[config.mk]
export PLATFORM = sky130hd
export DESIGN_NAME = busx_arbiter
export DESIGN_NICKNAME = d
export VERILOG_FILES = /design/src/rtl/busx_pkg.sv /design/src/rtl/rr_picker.sv /design/src/rtl/busx_arbiter.sv
export SDC_FILE = /design/constraint.sdc
export NUM_CORES = 1
export LEC_CHECK = 0
export ABC_AREA = 1
export BUFFER_PORTS_ARGS = -buffer_cell sky130_fd_sc_hd__buf_2
export CAP_MARGIN = 20
export CORE_MARGIN = 2
export CORE_UTILIZATION = 39
export DETAILED_ROUTE_END_ITERATION = 10
export PLACE_DENSITY = 0.74
export SLEW_MARGIN = 10
export SYNTH_ARGS = -nofsm -noshare
export SYNTH_HDL_FRONTEND = slang
export SYNTH_SLANG_ARGS = --single-unit
[constraint.sdc]
create_clock -name i_clock -period 1.8 [get_ports i_clock]
set_input_delay 0.09 -clock i_clock [delete_from_list [all_inputs] [get_ports i_clock]]
set_output_delay 0.09 -clock i_clock [all_outputs]
set_load 0.02 [all_outputs]
[src/rtl/busx_pkg.sv]
// rtl/busx_pkg.sv - shared types and helpers for the BusX near-side arbiter
package busx_pkg;

  typedef enum logic {IDLE, BUSY} state_t;

  function automatic int grant_w(input int n);
    return (n > 1) ? $clog2(n) : 1;
  endfunction

endpackage

[src/rtl/rr_picker.sv]
// rtl/rr_picker.sv - combinational round-robin winner select starting at ptr
module rr_picker
  import busx_pkg::*;
#(
  parameter int N  = 2,
  parameter int GW = grant_w(N)
) (
  input  logic [N-1:0]  request,
  input  logic [GW-1:0] ptr,
  output logic          valid,
  output logic [GW-1:0] winner
);

  // Scan from the farthest offset down so the nearest requester at/after ptr wins.
  always_comb begin
    valid  = 1'b0;
    winner = '0;
    for (int k = N - 1; k >= 0; k--) begin
      if (request[(int'(ptr) + k) % N]) begin
        valid  = 1'b1;
        winner = GW'((int'(ptr) + k) % N);
      end
    end
  end

endmodule

[src/rtl/busx_arbiter.sv]
// rtl/busx_arbiter.sv - round-robin merge of N masters onto the BusX near port
module busx_arbiter
  import busx_pkg::*;
#(
  parameter int NUM_MASTERS = 2,
  parameter int GW          = grant_w(NUM_MASTERS)
) (
  input  logic                      i_clock,
  input  logic                      i_reset,
  input  logic [NUM_MASTERS-1:0]    i_request,
  input  logic [NUM_MASTERS-1:0]    i_rw,
  input  logic [NUM_MASTERS*32-1:0] i_address,
  input  logic [NUM_MASTERS*32-1:0] i_wdata,
  output logic [31:0]               o_rdata,
  output logic [NUM_MASTERS-1:0]    o_ready,
  output logic                      o_bx_request,
  output logic                      o_bx_rw,
  output logic [31:0]               o_bx_address,
  output logic [31:0]               o_bx_wdata,
  input  logic [31:0]               i_bx_rdata,
  input  logic                      i_bx_ready,
  output logic [GW-1:0]             o_grant
);

  state_t        state;
  logic [GW-1:0] ptr;
  logic          pick_valid;
  logic [GW-1:0] pick_winner;

  rr_picker #(
    .N  (NUM_MASTERS),
    .GW (GW)
  ) u_picker (
    .request (i_request),
    .ptr     (ptr),
    .valid   (pick_valid),
    .winner  (pick_winner)
  );

  always_ff @(posedge i_clock or posedge i_reset) begin
    if (i_reset) begin
      state        <= IDLE;
      ptr          <= '0;
      o_bx_request <= 1'b0;
      o_bx_rw      <= 1'b0;
      o_bx_address <= '0;
      o_bx_wdata   <= '0;
      o_grant      <= '0;
    end else begin
      case (state)
        IDLE: begin
          if (pick_valid) begin
            o_bx_request <= 1'b1;
            o_bx_rw      <= i_rw[pick_winner];
            o_bx_address <= i_address[32*int'(pick_winner) +: 32];
            o_bx_wdata   <= i_wdata[32*int'(pick_winner) +: 32];
            o_grant      <= pick_winner;
            state        <= BUSY;
          end
        end
        BUSY: begin
          // Command stays frozen until BusX completes, whatever the master does.
          if (i_bx_ready) begin
            o_bx_request <= 1'b0;
            if (o_grant == GW'(NUM_MASTERS - 1)) ptr <= '0;
            else                                 ptr <= o_grant + 1'b1;
            state <= IDLE;
          end
        end
        default: state <= IDLE;
      endcase
    end
  end

  always_comb begin
    o_ready = '0;
    if (state == BUSY && i_bx_ready) o_ready[o_grant] = 1'b1;
  end

  assign o_rdata = i_bx_rdata;

endmodule

==> After elaboration in Yosys (flattened, before gate mapping) <==
Index checks and enable logic that the tools add are counted.
Widths: inputs -> output; s select.
{ "word_totals": {"inputBits": 167, "regBits": 69, "wordCells": 46} }
{ "op_classes": {"shift": 2, "addsub": 2, "n_eq_ne": 2, "reduce_logical": 5, "n_bitwise": 2, "magnitude_cmp": 5, "muxes": 21} }
{ "ops": {"columns": ["cell", "n"], "rows": [
  ["$shiftx 64x7->32", 2],
  ["$mux 1", 17],
  ["$lt 1x2->1 const B", 3],
  ["$reduce_and 2->1", 3],
  ["$ne 2x2->1 const B", 2],
  ["$pmux 1 s2", 2],
  ["$lt 2x3->1 const B", 1],
  ["$add 1x1->1 const B", 2],
  ["$logic_and 1x1->1", 2],
  ["$mux 2", 1],
  ["$and 1x1->1 const A", 1],
  ["$demux 1 s1", 1],
  ["$ge 1x1->1 const B", 1],
  ["$not 1->1", 1]
]} }

==> Logic depth before layout (Yosys ltp) <==
{ "logic_depth": {"word_depth": 9, "mapped_depth": 8, "ltp_nobuf": 6} }

==> Hierarchy <==
Synthesis repeated with hierarchy kept, for this count alone.
{ "unflattened": {"hier_cells": 541, "area_unflattened_um2": 3697.3} }
{ "by_module_without_submodules": {"columns": ["mod", "cells_per_inst", "n_inst", "area_each_um2", "seq_area_each_um2"], "rows": [
  ["busx_arbiter", 537, 1, 3678.5, 1726.7],
  ["rr_picker", 4, 1, 18.8, 0.0]
]} }

==> Worst setup path before layout <==
No wires, ideal clock.
{ "synth_path": {"path_type": "register to register", "start": "register ptr", "end": "register o_bx_address[25]", "path_stages_with_launch": 9, "synth_period_minus_slack_ns": 1.129, "slack_ns": 0.671, "path_buffers": 2, "arrival_ns": 1.012, "required_ns": 1.683, "path_cell_list": "dfrtp_1 > inv_1 > nand2_1 > nand2_1 > buf_4 > buf_2 > nand2_1 > nand3_1 > nand2_1"} }
{ "synth_via": {"elab_chain_len": 7, "elab_cells_between_ends": 12} }
{ "synth_rtl": {"columns": ["element", "line", "text"], "rows": [
  ["from (decl)", "busx_arbiter.sv:26", "logic [GW-1:0] ptr;"],
  ["from (signal assigned)", "busx_arbiter.sv:66", "else ptr <= o_grant + 1'b1;"],
  ["$add 1x1->1", "rr_picker.sv:19, rr_picker.sv:21", null],
  ["$mux 1 (implied by the code) (3 in a row)", "rr_picker.sv:19", "if (request[(int'(ptr) + k) % N]) begin"],
  ["$mux 1 (2 in a row)", "rr_picker.sv:19", null],
  ["$shiftx 64x7->32 or $reduce_and 2->1 (tied branches)", null, null],
  ["to (signal assigned)", "busx_arbiter.sv:55", "o_bx_address <= i_address[32*int'(pick_winner) +: 32];"],
  ["to (decl)", "busx_arbiter.sv:18", "output logic [31:0] o_bx_address,"]
]} }
Several ways; a longest one is shown, not always the timed one. The select of a mux whose other input is x is not followed.
A chain may end at the register's enable or synchronous reset.

==> Final worst setup path <==
{ "layout_path": {"start": "register state", "end": "register o_bx_wdata[31]"} }
{ "layout_via": {"elab_chain_len": 2} }
{ "layout_rtl": {"columns": ["element", "line", "text"], "rows": [
  ["from (decl)", "busx_arbiter.sv:25", "state_t state;"],
  ["from (signal assigned)", "busx_arbiter.sv:42", "state <= IDLE;"],
  ["from (signal assigned)", "busx_arbiter.sv:58", "state <= BUSY;"],
  ["from (signal assigned)", "busx_arbiter.sv:67", "state <= IDLE;"],
  ["$not 1->1 (no source line)", null, null],
  ["$reduce_and 2->1 (no source line)", null, null],
  ["to (signal assigned)", "busx_arbiter.sv:56", "o_bx_wdata <= i_wdata[32*int'(pick_winner) +: 32];"],
  ["to (decl)", "busx_arbiter.sv:19", "output logic [31:0] o_bx_wdata,"]
]} }
No other way between the ends.

==> flow_metrics.py <==
metrics = {
    "logic_synthesis": {
        "netlist_area_sq_um": 4130,
        "synth.mux.area_fraction_pct": 0,
        "yosys.area_share.xor_xnor_pct": 0,
        "yosysSeqAreaShare_pct": 41.9,
        "synth_top_family_by_area": "simple AND/OR/NAND/NOR gates",
        "synth_area_leaders": "dfrtp_1, nand2_1, nand3_1, inv_1, buf_4",
        "yosys.area_share.adder_pct": 0,
        "yosysWarnings": 0,
        "yosysTopAreaCellShare_pct": 41.9,
        "synthSimpleGateAreaFrac_pct": 34.5,
        "synth-compound-area-share_pct": 0.364,
        "synth_fp_nets": 777,
        "syn_inst": 610,
        "synth_cell_types": 13,
        "synth_area_per_cell_sq_um": 6.76,
        "synth_top_area_cell": "dfrtp_1",
        "ys_ff_latch": 69,
    },
    "grt": {
        "grt-ovfl-total": 0,
        "grt_util_all_layers_pct": 19.4,
        "grt_pass1_wl_microns": 17600,
        "grt_pass1_vias": 3751,
        "grt_max_degree": 67,
        "antenna_found_initial": 0,
    },
    "floorplan": {
        "die_width_microns": 107,
        "rows": 37,
        "die_area_sq_um": 11400,
        "core_sq_um": 10300,
        "die_h_microns": 107,
        "io_pins": 268,
        "start_util_pct": 40.1,
    },
    "timing": {
        "finalCriticalPeriod_ns": 1.48,
        "post-route-period-util_pct": 82.4,
        "fin_skew_ns": 0.00955,
        "rsz0062_at_grt": "false",
        "slew_viol_final": 0,
        "hold_viol_final": 0,
        "worst_pin_slew_ns": 0.723,
        "maxSlewHeadroom_pct": 51.8,
        "clock.fmax_mhz": 674,
        "finalSetupTns_ns": 0,
        "setup_viol": 0,
    },
    "status": {
        "status": "complete, no violations",
    },
    "power": {
        "ir_worst_vdd_uv": 507,
        "power_leakage_nw": 3.39,
        "cellPowerDensity_nw_per_um2": 1030,
    },
    "critical_path": {
        "path_max_fanout": 66,
        "required_ns": 2.06,
        "critPathKind": "reg2reg",
        "end_kind": "register",
        "reg2reg_slack_ns": 0.32,
        "arrival_ns": 1.75,
        "startpoint_type": "register",
    },
    "clocking": {
        "cts.clk_slew.worst_paths_ns": 0.08,
        "clock_sinks": 69,
        "cts_setup_buffers": 0,
        "ctsRootBufferMaster": "clkbuf_8",
        "clk_latency_ns": 0.34,
        "cts_tree": "yes",
        "htree_levels": 3,
        "clk_path_buf_depth": 2,
        "cts_resized": 0,
        "cts_buffers": 9,
    },
    "layout": {
        "area_delta_synth_final_pct": 25.4,
        "final_cell_count_no_fill": 910,
        "fin_nets": 936,
        "final_area_sq_um": 5170,
        "diodes": 0,
        "drive_gt1_share_pct": 30.2,
        "fin_util_pct": 50.4,
    },
    "route": {
        "wl_per_cell_microns": 12.1,
        "routed_wl_microns": 11000,
        "postRouteAntennaNets": 0,
        "vias": 4122,
        "vias_per_cell": 4.53,
        "drt_iter0_markers": 203,
        "drtPass1Iterations": 4,
        "drc_errors": 0,
    },
    "place": {
        "dpl-instance-area_sq_um": 4970,
        "gp_routability_congestion": 0.770,
        "dp_hpwl_microns": 7820,
        "dpl.cell_count": 893,
        "io_buffer_count": 203,
    },
    "worst_hold_path": {
        "worst_hold_path_type": "in2reg",
    },
    "job": {
        "maxCapViolCount": 0,
    },
}
sequential cells by signal, indices dropped and copies added, names as in the netlist:
signal	count
o_bx_request	1
o_bx_address	32
o_bx_wdata	32
state	1
o_grant	1
o_bx_rw	1
ptr	1
worst max-delay path, stage by stage (launching register included):
cell,delay [ns]
dfrtp_1,0.42
nor2_4,0.13
buf_4,0.57
nand3_1,0.15
nand2_1,0.09
final timing paths:
check                                         to  depth (start not counted)           from
min in group asynchronous       o_bx_address[27]                          4        i_reset
worst max register to register    o_bx_wdata[31]                          4          state
max in group asynchronous        o_bx_address[7]                          4        i_reset
worst min register to register     o_bx_wdata[0]                          2  o_bx_wdata[0]
worst max-delay path              o_bx_wdata[31]                          4          state
worst min-delay path            o_bx_address[15]                          5  i_address[15]
logic make-up (layout without fill, tap and decap cells):
kind of cell	Yosys count	in the layout
and+or+nand+nor	335	335
AOI/OAI and AO/OA	3	3
buffers and inverters	203	367
DFF	69	69
final cells by class:
| cell class | instances | area (sq um) |
|---|---|---|
| inverters | 136 | 514 |
| multi-input cells | 338 | 1450 |
| well taps | 136 | 170 |
| repair buffers | 215 | 1120 |
| clock buffers | 12 | 145 |
| clock inverters | 4 | 47.5 |
| fillers | 1088 | 5100 |
| flip-flops and latches | 69 | 1730 |
routing by layer:
layer  vias up  track usage (%)  part of all wire [%]
met5         -                0                     0
met4         0             5.84                   2.0
met3        25             4.98                   8.1
met1      1839             22.8                    42
li1       2088                -                     -
met2       170             34.7                    48
synthesized netlist by cell type:
library cell,number
nor2_2,2
nor2_1,4
clkbuf_1,6
dfrtp_1,69
nand3_1,130
nand2_1,199
o21ai_0,1
inv_1,135
a21oi_1,2
buf_2,19
inv_2,1
buf_6,4
buf_4,38
power breakdown:
part / total (mW) / internal [mW] / switching [mW]
sequential: 2.14 / 1.93 / 0.209
combinational: 1.93 / 0.667 / 1.26
clock: 1.25 / 0.675 / 0.571
total: 5.31 / 3.27 / 2.04
layout by cell type (no fill, tap or decap), drive strengths merged:
cell type	n
buf	214
nand2	199
inv	135
nand3	130
dfrtp	69
clkbuf	12
nor2	6
a21oi	2
clkinvlp	2
clkinv	2
o21ai	1
bufinv	1
dlygate4sd3	1
stage by stage:
step                      total power, mW  hold slack [ns]  setup WS, ns
final                                5.31           0.0414         0.317
after global routing                 5.68           0.0339         0.203
after CTS                            5.38           0.0279         0.299
after detailed placement             4.11            0.180         0.325
after global placement               4.08            0.180         0.341
after floorplan                      3.48            0.253         0.671
what timing repair did:
| item | CTS | global route |
|---|---|---|
| hold buffers | 1 | 0 |
| setup endpoints to repair | 0 | 0 |
| hold endpoints to repair | 69 | 0 |
Note: power is estimated with default switching activity, not from simulation.
